--- config.mk ---
export PLATFORM = sky130hd
export DESIGN_NAME = shift_seq_ctrl
export DESIGN_NICKNAME = d
export VERILOG_FILES = /design/src/rtl/shift_seq_pkg.sv /design/src/rtl/shift_seq_ctrl_shifter_rotator.sv /design/src/rtl/shift_seq_ctrl.sv
export SDC_FILE = /design/constraint.sdc
export NUM_CORES = 1
export LEC_CHECK = 0
export ABC_AREA = 1
export ABC_CLOCK_PERIOD_IN_PS = 1900
export CORE_UTILIZATION = 48
export CTS_CLUSTER_DIAMETER = 60
export DETAILED_ROUTE_END_ITERATION = 8
export PLACE_DENSITY = 0.83
export RECOVER_POWER = 25
export SLEW_MARGIN = 0
export SYNTH_ARGS = -nofsm -noshare
export SYNTH_HDL_FRONTEND = slang
export SYNTH_SLANG_ARGS = --single-unit
--- constraint.sdc ---
create_clock -name clk -period 1.9 [get_ports clk]
set_input_delay 0.38 -clock clk [delete_from_list [all_inputs] [get_ports clk]]
set_output_delay 0.38 -clock clk [all_outputs]
set_load 0.005 [all_outputs]
--- src/rtl/shift_seq_pkg.sv ---
// Shared types for the multi-step shift/rotate sequencer: datapath width,
// operation encoding (matches the shifter_rotator select) and FSM states.
package shift_seq_pkg;

  localparam int DATA_W = 4;

  typedef enum logic [1:0] {
    OP_SLL = 2'b00,
    OP_SRL = 2'b01,
    OP_ROL = 2'b10,
    OP_ROR = 2'b11
  } op_e;

  typedef enum logic [1:0] {
    IDLE = 2'b00,
    RUN  = 2'b01,
    DONE = 2'b10
  } state_e;

endpackage

--- src/rtl/shift_seq_ctrl_shifter_rotator.sv ---
// Single-position shifter/rotator datapath: y is x moved one place in the
// direction chosen by select; logical shifts fill with zero.
module shifter_rotator
  import shift_seq_pkg::*;
(
  input  logic [DATA_W-1:0] x,
  input  logic [1:0]        select,
  output logic [DATA_W-1:0] y
);

  always_comb begin
    y = x;
    case (select)
      OP_SLL:  y = {x[DATA_W-2:0], 1'b0};
      OP_SRL:  y = {1'b0, x[DATA_W-1:1]};
      OP_ROL:  y = {x[DATA_W-2:0], x[DATA_W-1]};
      OP_ROR:  y = {x[0], x[DATA_W-1:1]};
      default: y = x;
    endcase
  end

endmodule

--- src/rtl/shift_seq_ctrl.sv ---
// Multi-step shift/rotate sequencer: one datapath step per clock, request and
// result over valid/ready. Define SHIFT_SEQ_AMT_REDUCE_EN to trim the step count.
module shift_seq_ctrl
  import shift_seq_pkg::*;
#(
  parameter int AMT_W = 3
) (
  input  logic              clk,
  input  logic              rst_n,
  input  logic              in_valid,
  output logic              in_ready,
  input  logic [DATA_W-1:0] data_in,
  input  logic [1:0]        op_in,
  input  logic [AMT_W-1:0]  amt_in,
  output logic              out_valid,
  input  logic              out_ready,
  output logic [DATA_W-1:0] data_out,
  output logic              busy
);

  state_e             state_q, state_nxt;
  logic [DATA_W-1:0]  work_q;
  logic [DATA_W-1:0]  step_y;
  logic [AMT_W-1:0]   cnt_q;
  logic [AMT_W-1:0]   n_eff;
  op_e                op_q;
  logic               load;
  logic               step;

  // Rotates repeat every DATA_W steps and shifts saturate to zero after
  // DATA_W steps, so the reduced count produces the same result sooner.
  always_comb begin
    n_eff = amt_in;
`ifdef SHIFT_SEQ_AMT_REDUCE_EN
    if (op_in[1]) begin
      n_eff = AMT_W'(int'(amt_in) % DATA_W);
    end else if (int'(amt_in) > DATA_W) begin
      n_eff = AMT_W'(DATA_W);
    end
`endif
  end

  shifter_rotator u_shifter_rotator (
    .x      (work_q),
    .select (op_q),
    .y      (step_y)
  );

  always_comb begin
    state_nxt = state_q;
    load      = 1'b0;
    step      = 1'b0;
    case (state_q)
      IDLE: begin
        if (in_valid) begin
          load      = 1'b1;
          state_nxt = (n_eff == '0) ? DONE : RUN;
        end
      end
      RUN: begin
        step = 1'b1;
        if (cnt_q == AMT_W'(1)) begin
          state_nxt = DONE;
        end
      end
      DONE: begin
        if (out_ready) begin
          state_nxt = IDLE;
        end
      end
      default: state_nxt = IDLE;
    endcase
  end

  always_ff @(posedge clk or negedge rst_n) begin
    if (!rst_n) begin
      state_q <= IDLE;
      work_q  <= '0;
      cnt_q   <= '0;
      op_q    <= OP_SLL;
    end else begin
      state_q <= state_nxt;
      if (load) begin
        work_q <= data_in;
        op_q   <= op_e'(op_in);
        cnt_q  <= n_eff;
      end else if (step) begin
        work_q <= step_y;
        cnt_q  <= cnt_q - AMT_W'(1);
      end
    end
  end

  assign in_ready  = (state_q == IDLE);
  assign busy      = (state_q == RUN);
  assign out_valid = (state_q == DONE);
  assign data_out  = work_q;

endmodule

==> out/qor.txt <==
Outcome -> finished clean
CP required -> 1.52 ns
Cell variety after synth -> 17
Share of the core filled with cells -> 69.7%
PwrDens -> 1540 nW/um2
R2R Path End -> cnt_q[1]$_DFFE_PN0P_
Most frequent cells in the layout -> 44 x nand2_1, 18 x clkdlybuf4s50_1, 11 x dfrtp_1
CP startpoint kind -> flip-flop
Starting DRC count in detailed routing -> 13
Vias -> 634
Fin area -> 907 um2
Worst EP arrival -> 1.46 ns
Die W -> 39.2 um
Synthesized net count -> 107
Lkg Pwr -> 0.469 nW
Syn Inst Count -> 92
# DRC -> 0
Final setup viols -> 0
CP Capture Type -> output port
Post-route setup slack -> 0.0631 ns
Overflow after GRT -> 0
Commonest non-fill, non-tap cell in the layout -> nand2_1
Crit Path Class -> flip-flop to output port
Root Buffer -> clkbuf_4
PortBufs -> 19
R2R depth -> 6
Maxcap violations -> 0
Final RePlAce weighted congestion -> 0.743
RSZ-0062 raised after global routing -> false
DRT Wirelength -> 1480 um
Area post-placement -> 873 um2
Final setup TNS -> 0 ns
R2R setup slack -> 0.69 ns
Slew HR -> 64.6%
Reg clk slew, reported paths -> 0.08 ns
CORE AREA -> 1300 um2
Final period utilization -> 96.7%
Fillers -> 114
Routed len/inst -> 11.3 um
Post-placement cell count -> 126
Fin crit period -> 1.84 ns
Final Hold Fails -> 0
Peak VDD IR -> 0.884 mV
Synth-to-Final Area Change -> 36.5%
Pre-CTS setup slack -> 0.249 ns
Io pins -> 20
Register area share after synthesis -> 41.4%
Die Y -> 39.2 um
Die area -> 1540 um2
Vias in the first global route -> 557
Antenna viol nets, final -> 0
Yosys synthesis warning count -> 0
Worst-path fanout max -> 5
Routed vias/inst -> 4.84
ANT cells -> 0
Total track usage -> 22.6%
First-pass GRT wire length -> 2260 um
Cell taking the most area after synthesis -> dfrtp_1
Fmax -> 544 MHz
Final Power -> 1.40 mW
Clk_lat worst skew -> 0.27 ns
Cell Count, Final, Fillers Out -> 131
CP startpoint -> state_q[0]$_DFFE_PN0P_
Multi-input gate area -> 338 um2
Total CTS buffers -> 3
Crit Reg-Reg Startpoint -> state_q[1]$_DFFE_PN0P_
Synthesized flop and latch total -> 11
DR pass1 iterations -> 3
Num rows -> 13
Slew @ Worst Pin -> 0.529 ns
FF+latch area -> 275 um2
Share of cells above drive strength 1 -> 10.3%
Final Max Slew Viols -> 0
WHS -> 0.517 ns
Fin nets -> 132
CTS tree -> yes
Yosys top cell area share -> 41.4%
H-Tree Depth -> 1
Hold Path Class -> input pin to asynchronous set/reset pin
Synth Area per Inst -> 7.22 um2
Synth top area cells -> dfrtp_1 41%, nand2_1 25%, inv_1 5.1%, nand3_1 4.5%, ha_1 3.8%
Initial antenna violation count -> 0
Clock sink count -> 11
Initial Util -> 51.1%
Area of the mapped netlist -> 664 um2
Clock skew -> 0.00932 ns
Hold_buf cts -> 0
Largest net degree at the start of global routing -> 12
Max clock buf depth -> 2
Hpwl dp -> 1170 um
## worst max-delay path by stage
stage,endpoint,cells after the start
2_1_floorplan,data_out[1]$_DFFE_PN0P_,6
3_3_place_gp,data_out[0]$_DFFE_PN0P_,5
3_5_place_dp,data_out[0]$_DFFE_PN0P_,5
4_1_cts,in_ready,2
5_1_grt,busy,3
6_report,busy,3
## metal layers
metal | wire, um | global-route usage (%) | vias up | share of wire [%]
met3 | 49 | 5.20 | 4 | 3.3
met1 | 631 | 25.9 | 281 | 43
met2 | 774 | 39.2 | 12 | 52
met4 | 22 | 10.3 | 0 | 1.5
li1 | - | - | 337 | -
met5 | 0 | 0 | - | 0
## power breakdown
part / internal [mW] / switching [mW]
clock network: 0.0813 / 0.0845
logic: 0.364 / 0.388
registers: 0.349 / 0.134
total: 0.794 / 0.607
## repair_timing
item / CTS / global route
resized for setup: 0 / 0
setup endpoints to repair: 0 / 1
setup buffers: 0 / 1
## cell families (layout without fill, tap and decap cells)
kind of cell / Yosys count / count (layout) / synth area share (%)
buffers and inverters: 13 / 37 / 7.72
AO/OA/AOI/OAI: 7 / 7 / 7.35
adder cells (fa/ha/maj): 2 / 2 / 3.77
flip-flops: 11 / 11 / 41.4
XOR/XNOR: 1 / 1 / 1.32
AND/OR/NAND/NOR: 58 / 58 / 38.4
## critical path, cell delays in order (launching register included)
cell	delay [ns]
dfrtp_1	0.48
inv_2	0.07
nor2_4	0.12
clkdlybuf4s50_1	0.51
## cell type report
| type | instances | share of cell area, % |
|---|---|---|
| multi-input cells | 68 | 37.2 |
| repair buffers | 20 | 21.8 |
| well taps | 15 | 2.07 |
| flip-flops and latches | 11 | 30.3 |
| clock buffers | 4 | 2.90 |
| inverters | 13 | 5.66 |
## cells in the mapped netlist
cell type / n
inv_1: 9
dfrtp_1: 11
nand2_1: 44
nor2_1: 3
inv_2: 3
nand3_1: 6
o21ai_2: 1
nand2_4: 1
o21ai_1: 2
o211ai_1: 2
inv_4: 1
xor2_1: 1
nor2_4: 2
o21a_1: 1
nand3b_1: 2
ha_1: 2
a21boi_1: 1
## flip-flops by register name, indices dropped and copies added, names as in the netlist
signal,flops
cnt_q,3
data_out,4
op_q,2
state_q,2
Note: power is estimated with default switching activity, not from simulation.
